`src/rtl/midi_pkg.sv`:
```
// Shared constants, state encodings and small helpers for the MIDI receiver.
package midi_pkg;

  // Status-byte high nibbles
  localparam logic [3:0] NOTE_OFF = 4'h8;
  localparam logic [3:0] NOTE_ON  = 4'h9;
  localparam logic [3:0] POLY_AT  = 4'hA;
  localparam logic [3:0] CC       = 4'hB;
  localparam logic [3:0] PGM      = 4'hC;
  localparam logic [3:0] CHPRESS  = 4'hD;
  localparam logic [3:0] BEND     = 4'hE;

  localparam logic [6:0]  CC_FILTER    = 7'd74;
  localparam logic [13:0] PITCH_CENTRE = 14'h2000;

  typedef enum logic [1:0] {
    IDLE,
    START,
    DATA,
    STOP
  } uart_state_e;

  typedef enum logic [1:0] {
    NO_STATUS,
    WAIT_D1,
    WAIT_D2
  } parse_state_e;

  // Program change and channel pressure carry one data byte; the rest carry two.
  function automatic logic is_one_data(input logic [3:0] nib);
    return (nib == PGM) || (nib == CHPRESS);
  endfunction

endpackage

```
`src/rtl/midi_uart_rx.sv`:
```
// 8N1 serial receiver with 16x oversampling and start-bit glitch rejection.
module midi_uart_rx
  import midi_pkg::*;
#(
  parameter int CLK_HZ = 50000000,
  parameter int BAUD   = 31250
) (
  input  logic       a_clk,
  input  logic       reset_n,
  input  logic       midi_rx,
  output logic [7:0] byte_data,
  output logic       byte_valid,
  output logic       frame_err
);

  localparam int DIV_RAW = CLK_HZ / (BAUD * 16);
  localparam int DIV     = (DIV_RAW < 1) ? 1 : DIV_RAW;
  localparam int CW      = (DIV > 1) ? $clog2(DIV) : 1;

  uart_state_e   state_q, state_d;
  logic [2:0]    sync_q;
  logic [CW-1:0] div_q, div_d;
  logic [3:0]    sub_q, sub_d;
  logic [2:0]    bit_q, bit_d;
  logic [7:0]    shift_q, shift_d;
  logic          bv_q, bv_d;
  logic          fe_q, fe_d;

  logic rx, fall, tick, samp;

  // Two synchroniser flops plus one history flop for edge detection. They
  // clear to 0 so a line already low at reset release is not mistaken for
  // a start edge; only a real high-to-low transition starts a byte.
  always_ff @(posedge a_clk or negedge reset_n) begin
    if (!reset_n) sync_q <= '0;
    else          sync_q <= {sync_q[1:0], midi_rx};
  end

  assign rx   = sync_q[1];
  assign fall = sync_q[2] & ~sync_q[1];
  assign tick = (div_q == CW'(DIV - 1));
  // Tick 8 of a bit period: sub counter reads 7 on the tick that ends it.
  assign samp = tick && (sub_q == 4'd7);

  // Receiver state register.
  always_ff @(posedge a_clk or negedge reset_n) begin
    if (!reset_n) begin
      state_q <= IDLE;
      div_q   <= '0;
      sub_q   <= '0;
      bit_q   <= '0;
      shift_q <= '0;
      bv_q    <= 1'b0;
      fe_q    <= 1'b0;
    end else begin
      state_q <= state_d;
      div_q   <= div_d;
      sub_q   <= sub_d;
      bit_q   <= bit_d;
      shift_q <= shift_d;
      bv_q    <= bv_d;
      fe_q    <= fe_d;
    end
  end

  // Next-state: the prescaler and tick counter restart on the start edge so
  // every sample lands at mid-bit.
  always_comb begin
    state_d = state_q;
    div_d   = tick ? '0 : div_q + 1'b1;
    sub_d   = tick ? sub_q + 4'd1 : sub_q;
    bit_d   = bit_q;
    shift_d = shift_q;
    bv_d    = 1'b0;
    fe_d    = 1'b0;
    case (state_q)
      IDLE: begin
        if (fall) begin
          state_d = START;
          div_d   = '0;
          sub_d   = '0;
        end
      end
      START: begin
        if (samp) begin
          if (rx) begin
            state_d = IDLE;
          end else begin
            state_d = DATA;
            bit_d   = '0;
          end
        end
      end
      DATA: begin
        if (samp) begin
          shift_d = {rx, shift_q[7:1]};
          bit_d   = bit_q + 3'd1;
          if (bit_q == 3'd7) state_d = STOP;
        end
      end
      STOP: begin
        if (samp) begin
          if (rx) bv_d = 1'b1;
          else    fe_d = 1'b1;
          state_d = IDLE;
        end
      end
      default: state_d = IDLE;
    endcase
  end

  assign byte_data  = shift_q;
  assign byte_valid = bv_q;
  assign frame_err  = fe_q;

endmodule

```
`src/rtl/midi_rx_parser.sv`:
```
// MIDI byte receiver and channel-message parser driving note, pitch-bend and
// filter outputs.
module midi_rx_parser
  import midi_pkg::*;
#(
  parameter int CLK_HZ  = 50000000,
  parameter int BAUD    = 31250,
  parameter int OMNI    = 1,
  parameter int CHANNEL = 0
) (
  input  logic        a_clk,
  input  logic        reset_n,
  input  logic        midi_rx,
  output logic [6:0]  note_number,
  output logic [6:0]  velocity,
  output logic [13:0] pitch,
  output logic [2:0]  filter,
  output logic        note_on,
  output logic        note_off,
  output logic        frame_err
);

  logic [7:0] byte_data;
  logic       byte_valid;

  midi_uart_rx #(
    .CLK_HZ (CLK_HZ),
    .BAUD   (BAUD)
  ) u_uart (
    .a_clk      (a_clk),
    .reset_n    (reset_n),
    .midi_rx    (midi_rx),
    .byte_data  (byte_data),
    .byte_valid (byte_valid),
    .frame_err  (frame_err)
  );

  parse_state_e st_q, st_d;
  logic [7:0]   rs_q, rs_d;
  logic [6:0]   d1_q, d1_d;
  logic [6:0]   nn_q, nn_d;
  logic [6:0]   vel_q, vel_d;
  logic [13:0]  pitch_q, pitch_d;
  logic [2:0]   filt_q, filt_d;
  logic         on_q, on_d;
  logic         off_q, off_d;

  logic       chan_ok;
  logic [6:0] d2;

  // A filtered channel still walks the parser so running status stays in step.
  assign chan_ok = (OMNI != 0) || (rs_q[3:0] == 4'(CHANNEL));
  assign d2      = byte_data[6:0];

  // Parser state and output registers.
  always_ff @(posedge a_clk or negedge reset_n) begin
    if (!reset_n) begin
      st_q    <= NO_STATUS;
      rs_q    <= '0;
      d1_q    <= '0;
      nn_q    <= '0;
      vel_q   <= '0;
      pitch_q <= PITCH_CENTRE;
      filt_q  <= '0;
      on_q    <= 1'b0;
      off_q   <= 1'b0;
    end else begin
      st_q    <= st_d;
      rs_q    <= rs_d;
      d1_q    <= d1_d;
      nn_q    <= nn_d;
      vel_q   <= vel_d;
      pitch_q <= pitch_d;
      filt_q  <= filt_d;
      on_q    <= on_d;
      off_q   <= off_d;
    end
  end

  // Byte classification, running status and message completion.
  always_comb begin
    st_d    = st_q;
    rs_d    = rs_q;
    d1_d    = d1_q;
    nn_d    = nn_q;
    vel_d   = vel_q;
    pitch_d = pitch_q;
    filt_d  = filt_q;
    on_d    = 1'b0;
    off_d   = 1'b0;
    if (byte_valid) begin
      if (byte_data >= 8'hF8) begin
        // Realtime bytes may interleave anywhere; they leave everything alone.
      end else if (byte_data >= 8'hF0) begin
        rs_d = '0;
        st_d = NO_STATUS;
      end else if (byte_data[7]) begin
        // New channel status, also abandons any partial message.
        rs_d = byte_data;
        st_d = WAIT_D1;
      end else begin
        case (st_q)
          NO_STATUS: ;
          WAIT_D1: begin
            // One-byte messages complete here and are not acted on.
            if (!is_one_data(rs_q[7:4])) begin
              d1_d = byte_data[6:0];
              st_d = WAIT_D2;
            end
          end
          WAIT_D2: begin
            st_d = WAIT_D1;
            if (chan_ok) begin
              case (rs_q[7:4])
                NOTE_ON: begin
                  nn_d = d1_q;
                  if (d2 != 7'd0) begin
                    vel_d = d2;
                    on_d  = 1'b1;
                  end else begin
                    off_d = 1'b1;
                  end
                end
                NOTE_OFF: begin
                  nn_d  = d1_q;
                  off_d = 1'b1;
                end
                BEND: pitch_d = {d2, d1_q};
                CC: if (d1_q == CC_FILTER) filt_d = d2[6:4];
                default: ;
              endcase
            end
          end
          default: st_d = NO_STATUS;
        endcase
      end
    end
  end

  assign note_number = nn_q;
  assign velocity    = vel_q;
  assign pitch       = pitch_q;
  assign filter      = filt_q;
  assign note_on     = on_q;
  assign note_off    = off_q;

endmodule
```
`config.mk`:
```
export PLATFORM = sky130hd
export DESIGN_NAME = midi_rx_parser
export DESIGN_NICKNAME = d
export VERILOG_FILES = /design/src/rtl/midi_pkg.sv /design/src/rtl/midi_uart_rx.sv /design/src/rtl/midi_rx_parser.sv
export SDC_FILE = /design/constraint.sdc
export NUM_CORES = 1
export LEC_CHECK = 0
export ABC_AREA = 0
export ABC_CLOCK_PERIOD_IN_PS = 3600
export CORE_AREA = 4 4 79 81
export DETAILED_ROUTE_END_ITERATION = 12
export DIE_AREA = 0 0 83 85
export PLACE_DENSITY = 0.85
export RECOVER_POWER = 100
export SKIP_CTS_REPAIR_TIMING = 1
export SLEW_MARGIN = 25
export SYNTH_ARGS = -nofsm -noshare
export SYNTH_HDL_FRONTEND = slang
export SYNTH_SLANG_ARGS = --single-unit
export TNS_END_PERCENT = 50
```
`constraint.sdc`:
```
create_clock -name a_clk -period 3.6 [get_ports a_clk]
set_input_delay 0.9 -clock a_clk [delete_from_list [all_inputs] [get_ports a_clk]]
set_output_delay 0.9 -clock a_clk [all_outputs]
set_load 0.05 [all_outputs]
```
Yosys cells after proc, flatten, opt, wreduce, memory -nomap -nowiden
Cells that the tools add are included.

Bits of input ports: 3. Output and inout port bits: 34. Bits in registers: 79.

$add $sub $neg: 3. Equality and inequality tests: 23. Reductions and logical operators: 18. $lt $le $gt $ge: 2. Mux-type cells: 43. Bitwise logic cells: 6.

Operators with widths (number): $eq A4 B4 Y1 const B (6); $mux W7 (3); $mux W1 (19); $mux W2 (9); $reduce_and A6 Y1 (3); $ge A8 B8 Y1 const B (2); $mux W8 (2); $eq A7 B7 Y1 const B (2); $reduce_and A7 Y1 (2); $mux W4 (3); $ne A2 B1 Y1 const B (5); $mux W3 (3); $pmux W2 S4 (1); $reduce_and A4 Y1 (2); $add A7 B1 Y7 const B (1); $reduce_bool A7 Y1 (1); $eq A2 B2 Y1 const B (3); $pmux W2 S3 (1); $pmux W3 S2 (1); $not A1 Y1 (5); $reduce_and A5 Y1 (1); $add A4 B1 Y4 const B (1); $eq A2 B1 Y1 const B (2); $eq A4 B3 Y1 const B (1); other kinds (14) (16).

Logic depth before layout (Yosys ltp)
Depth in word-level cells: 8. Depth in mapped cells: 6. Mapped depth without buffers: 5.

Modules after synthesis
From an unflattened synthesis, not the netlist that was laid out.

Cell total of the unflattened synthesis: 228. Area total of the unflattened synthesis: 3220.6 um2.

By module, submodules not included: midi_rx_parser (cells an instance 122, area an instance 1860.5 um2, instances 1); midi_uart_rx (cells an instance 106, area an instance 1360.1 um2, instances 1).

Worst setup path after synthesis
OpenSTA, ideal clock, no wires.

Kind: flip-flop to flip-flop. From: reg u_uart.div_q[0]. To: reg u_uart.shift_q[0], in the netlist u_uart.byte_data[0]. Period minus slack after synthesis: 1754 ps. Setup slack: 1846 ps. Arrival: 1630 ps. Stages on the path, launching flop included: 7. Cells stage by stage: dfrtp_1 -> ha_1 -> and4bb_4 -> and4_4 -> and3b_1 -> buf_6 -> mux2_2.

Word-level cells in the longest chain between the ends: 3.

RTL lines: from (decl) (RTL line midi_uart_rx.sv:22) `logic [CW-1:0] div_q, div_d;`; from (signal assigned) (RTL line midi_uart_rx.sv:57) `div_q <= div_d;`; $eq A7 B7 Y1 (RTL line midi_uart_rx.sv:41) `assign tick = (div_q == CW'(DIV - 1));`; $logic_and A1 B1 Y1 (RTL line midi_uart_rx.sv:43) `assign samp = tick && (sub_q == 4'd7);`; $reduce_and A2 Y1 (no source line); to (signal assigned) (RTL line midi_uart_rx.sv:60) `shift_q <= shift_d;`; to (decl) (RTL line midi_uart_rx.sv:25) `logic [7:0] shift_q, shift_d;`.

No other way between the ends. A chain may end at the register's enable or synchronous reset.

Worst setup path after layout
From: reg pitch_q[13], in the netlist pitch[13]. To: out pitch[13].

RTL lines: from (decl) (RTL line midi_rx_parser.sv:43) `logic [13:0] pitch_q, pitch_d;`; from (signal assigned) (RTL line midi_rx_parser.sv:73) `pitch_q <= pitch_d;`; to (decl) (RTL line midi_rx_parser.sv:16) `output logic [13:0] pitch,`.

No word-level cell between the ends.

==> results <==
- The run finished, with violations left.
- The final reports fail on capacitance limit, slew limit.
- The design draws 1.73 mW.
- Setup repair after global routing left no endpoint under its margin.
- Summed over all cells, the static leakage comes to 1.92 nW.
- The cell with the largest stage delay on the worst path is sky130_fd_sc_hd__dlygate4sd3_1.
- The number of violations of the max-capacitance limit is 1.
- The initial detailed-routing violation count is a little under 80.
- The clock root buffer is sky130_fd_sc_hd__clkbuf_8.
- The family of cells with the greatest summed delay on the critical path is buffers and inverters.
- The commonest cells after synthesis are sky130_fd_sc_hd__dfrtp_1, sky130_fd_sc_hd__mux2_2, sky130_fd_sc_hd__nor2_1.
- In the routed layout, each cell is associated on average with a via count of between 5 and 6.
- In this run the most critical hold path is launched from u_uart.sync_q[0].
- The initial cell density of the core is 57.5%.
- For this run, the total global-route usage over all layers was measured as about 18%.
- The worst vdd rail ir drop is 394 uV.
- The final total negative setup slack is 0 ns.
- The cell-internal power is 1.34 mW.
- The synthesized instance count is ~220.
- The critical path is of the flop to output pin type.
- Traced cell by cell, the critical path runs through dlygate4sd3_1.
- The kind of end point of the critical path is an output pin.
- The post-route netlist has 23.2% of its cells at a drive strength greater than 1.
- The worst hold slack is 0.358 ns.
- The vertical die dimension is 85 um.
- Excluding fillers, the count of instances in the completed layout stands at ~340.
- Counting flops and latches in the post-synthesis netlist gives 75.
- The number of antenna violations at the first check in global routing is 0.
- Ranked by total cell area, the synthesized netlist is headed by sky130_fd_sc_hd__dfrtp_1, sky130_fd_sc_hd__mux2_2, sky130_fd_sc_hd__mux2_4.
- For this run, the leading register cell type out of synthesis is sky130_fd_sc_hd__dfrtp_1.
- The remaining global-route overflow is 0.
- The core region is 0.00547 sq mm.
- The net load switching power is 0.397 mW.
- Setup violations remaining at the end of the flow were counted as 0.
- The number of global-route vias before repair is between 2000 and 2500.
- In this run the tightest slew margin relative to its limit is -39.9%.
- Yosys instantiated no cell more often than sky130_fd_sc_hd__dfrtp_1.
- The fraction of the yosys area taken by sequential cells is 59.6%.
- The logic gate share of total power is 6.5%.
- Net switching is 22.9% of the power.
- After detailed routing, the average wire length per cell comes to between 15 and 20 um.
- When the netlist entered floorplanning its net count stood at between 200 and 250.
- The clock slew seen by the registers of the worst setup and hold paths is 0.08 ns.
- Of all cell types, the one taking the most synthesized area is sky130_fd_sc_hd__dfrtp_1.
- The global-route wire length before repair is 9970 um.
- The largest stage delay on the critical path is 0.87 ns.
- The number of placed instances, taps included, is 329.
- In this run the number of H-tree levels came out at 3.
- The number of synthesized flops with an enable pin is 0.
- Static timing analysis puts the maximum clock frequency at 380 MHz.
- The count of nets left with antenna violations once routing finished came out at 0.
- The number of buffers and inverters on the critical path is 1.
- Dividing total power by cell area gives a power density of 462 mW/mm^2.
- In this run the count of I/O pins placed on the die edge is 37.
- After synthesis the cells add up to 0.00315 sq mm.
- The number of hold violations in the final report was 0.
- For the worst setup path, the data arrival time is about 1.7 ns.
- During synthesis, Yosys emitted a total of 0 warnings.
- The share of the clock period used by the worst path after layout is 73.2%.
- Summed over all layers, the routed wires come to 5770 um.
- The CTS tree is built.
- Counting the fill cells in the layout gives about 410.
- The area growth from synthesis to layout is 19.2%.
- The die covers a little over 0.007 sq mm.
- The largest fanout of any net on the critical path is 2.
- Detailed placement finished with a half-perimeter wire length of approximately 4000 um.
- Before CTS, the worst setup slack after placement is 1.38 ns.
- At the end of the flow, the number of nets in the layout was 275.
- The top cell type by area accounts for 58.8% of the synthesized area.
- The proportion of power drawn by the clock network is 40.2%.
- The maximum count of clock buffers along a single path is 2.
- Entering global routing, the biggest net connects 40 pins.
- 0 antenna diodes ended up in the layout.
- The row count is 27.
- In this run the tool buffered the top-level ports with 36 buffer cells.
- The start point of the critical path is pitch[13].
- The smallest setup slack after layout is 0.966 ns.
- The die width is 83 um.
- The setup clock skew after layout is 0.00685 ns.
- Counting every sink on the clock net gives 75.
- The first detailed-routing pass took 4 iterations.
- The number of library cell types mapped by synthesis is 44.
- The transition at the pin with the smallest max-transition slack is 2.10 ns.
- The worst register-to-register path begins at st_q[0].
- The required time of the worst setup path is roughly 2.7 ns.
- The DRC violation count after routing is 0.
- The final critical-path required period is 2.63 ns.
- The path class of the tightest hold or removal check is flop to flop.
- Buffers inserted during clock tree synthesis total 9.
- The via count is 1925.
- Each instance of the synthesized netlist takes up on average ~14 sq um.
- The final estimated routing congestion in global placement is 0.827.
- The fraction of registers with async set or reset after synthesis is between 90% and 100%.
- The startpoint type of the worst setup path is a flop.
- In this run, flip-flops and latches consume 53.3% of the power.
- The final count of pins violating max slew is 39.
- In this run the register-to-register setup slack is 1.33 ns.
- The clock latency of the later-clocked register in the worst-skew pair is roughly 0.34 ns.
layout make-up:
| class | instances | area [sq um] | share of cell area (%) |
|---|---|---|---|
| Inverter | 2 | 7.51 | 0.200 |
| Sequential cell | 75 | 1880 | 50.0 |
| Timing Repair Buffer | 38 | 378 | 10.1 |
| Clock inverter | 5 | 77.6 | 2.07 |
| Multi-Input combinational cell | 142 | 1180 | 31.6 |
| Tap cell | 72 | 90.1 | 2.40 |
| Clock buffer | 10 | 138 | 3.67 |
layout by cell type, fill, tap and decap left out, types with 2 or more instances in the layout:
cell and n:
sky130_fd_sc_hd__o21ai_0 3, sky130_fd_sc_hd__clkbuf_1 2, sky130_fd_sc_hd__clkbuf_8 10, sky130_fd_sc_hd__nand3_1 7, sky130_fd_sc_hd__dlygate4sd3_1 35, sky130_fd_sc_hd__and2b_1 2
sky130_fd_sc_hd__ha_1 4, sky130_fd_sc_hd__xor2_1 4, sky130_fd_sc_hd__nand3b_1 2, sky130_fd_sc_hd__a211oi_1 3, sky130_fd_sc_hd__a21boi_0 2, sky130_fd_sc_hd__nor2b_1 4
sky130_fd_sc_hd__a221oi_1 2, sky130_fd_sc_hd__nand2_1 8, sky130_fd_sc_hd__mux2_2 40, sky130_fd_sc_hd__a22o_1 3, sky130_fd_sc_hd__clkinv_2 2, sky130_fd_sc_hd__dfrtp_1 74
sky130_fd_sc_hd__and3_1 2, sky130_fd_sc_hd__xnor2_1 4, sky130_fd_sc_hd__and4_1 3, sky130_fd_sc_hd__bufinv_16 2, sky130_fd_sc_hd__inv_1 2, sky130_fd_sc_hd__nor2_1 20
sky130_fd_sc_hd__and3b_1 2, sky130_fd_sc_hd__mux2_1 6, sky130_fd_sc_hd__nor4b_1 2
metrics by stage:
| stage | utilization, % | instance area, sq um |
|---|---|---|
| final | 68.6 | 3750 |
| after global routing | 68.6 | 3750 |
| after CTS | 69.5 | 3810 |
| after detailed placement | 65.6 | 3590 |
| after global placement | 65.6 | 3590 |
| after floorplan | - | 3150 |
metal layers:
layer | wire length [um] | global-route usage [%]
met1 | 2500 | 21.0
met4 | 38 | 5.05
met2 | 2960 | 31.8
met3 | 262 | 5.05
met5 | 0 | 0
final timing paths:
kind                       depth (start not counted)          endpoint
max                                                1         pitch[13]
min                                                0  u_uart.sync_q[1]
max reg2reg                                        4          pitch[1]
min reg2reg                                        0  u_uart.sync_q[1]
max in group asynchronous                          1       velocity[1]
min in group asynchronous                          1          pitch[7]
sequential cells by signal (all words and copies together) (netlist names), named ones only:
signal and cells:
note_number 7, velocity 7, note_on 1, rs_q 4
u_uart.sub_q 4, d1_q 7, filter 3, u_uart.state_q 1
note_off 1, u_uart.sync_q 3, u_uart.byte_data 8, u_uart.bit_q 3
u_uart.frame_err 1, u_uart.byte_valid 1, u_uart.div_q 7, st_q 2
pitch 14
cell families after synthesis:
family,after synthesis,synth area share [%]
simple gates,65,12.9
flops,75,59.6
compound gates,17,4.09
xor+xnor,8,2.22
fa+ha+maj,4,1.59
mux,48,18.3
buf+inv,5,1.23
power by group through the flow:
stage	Clock, mW	Sequential [mW]	Combinational [mW]
2_1_floorplan	0	0.928	0.0811
3_3_place_gp	0	0.936	0.110
3_5_place_dp	0	0.937	0.117
4_1_cts	0.709	0.923	0.118
5_1_grt	0.755	0.930	0.133
6_report	0.698	0.924	0.113
Power figures use the tool's default switching activity.
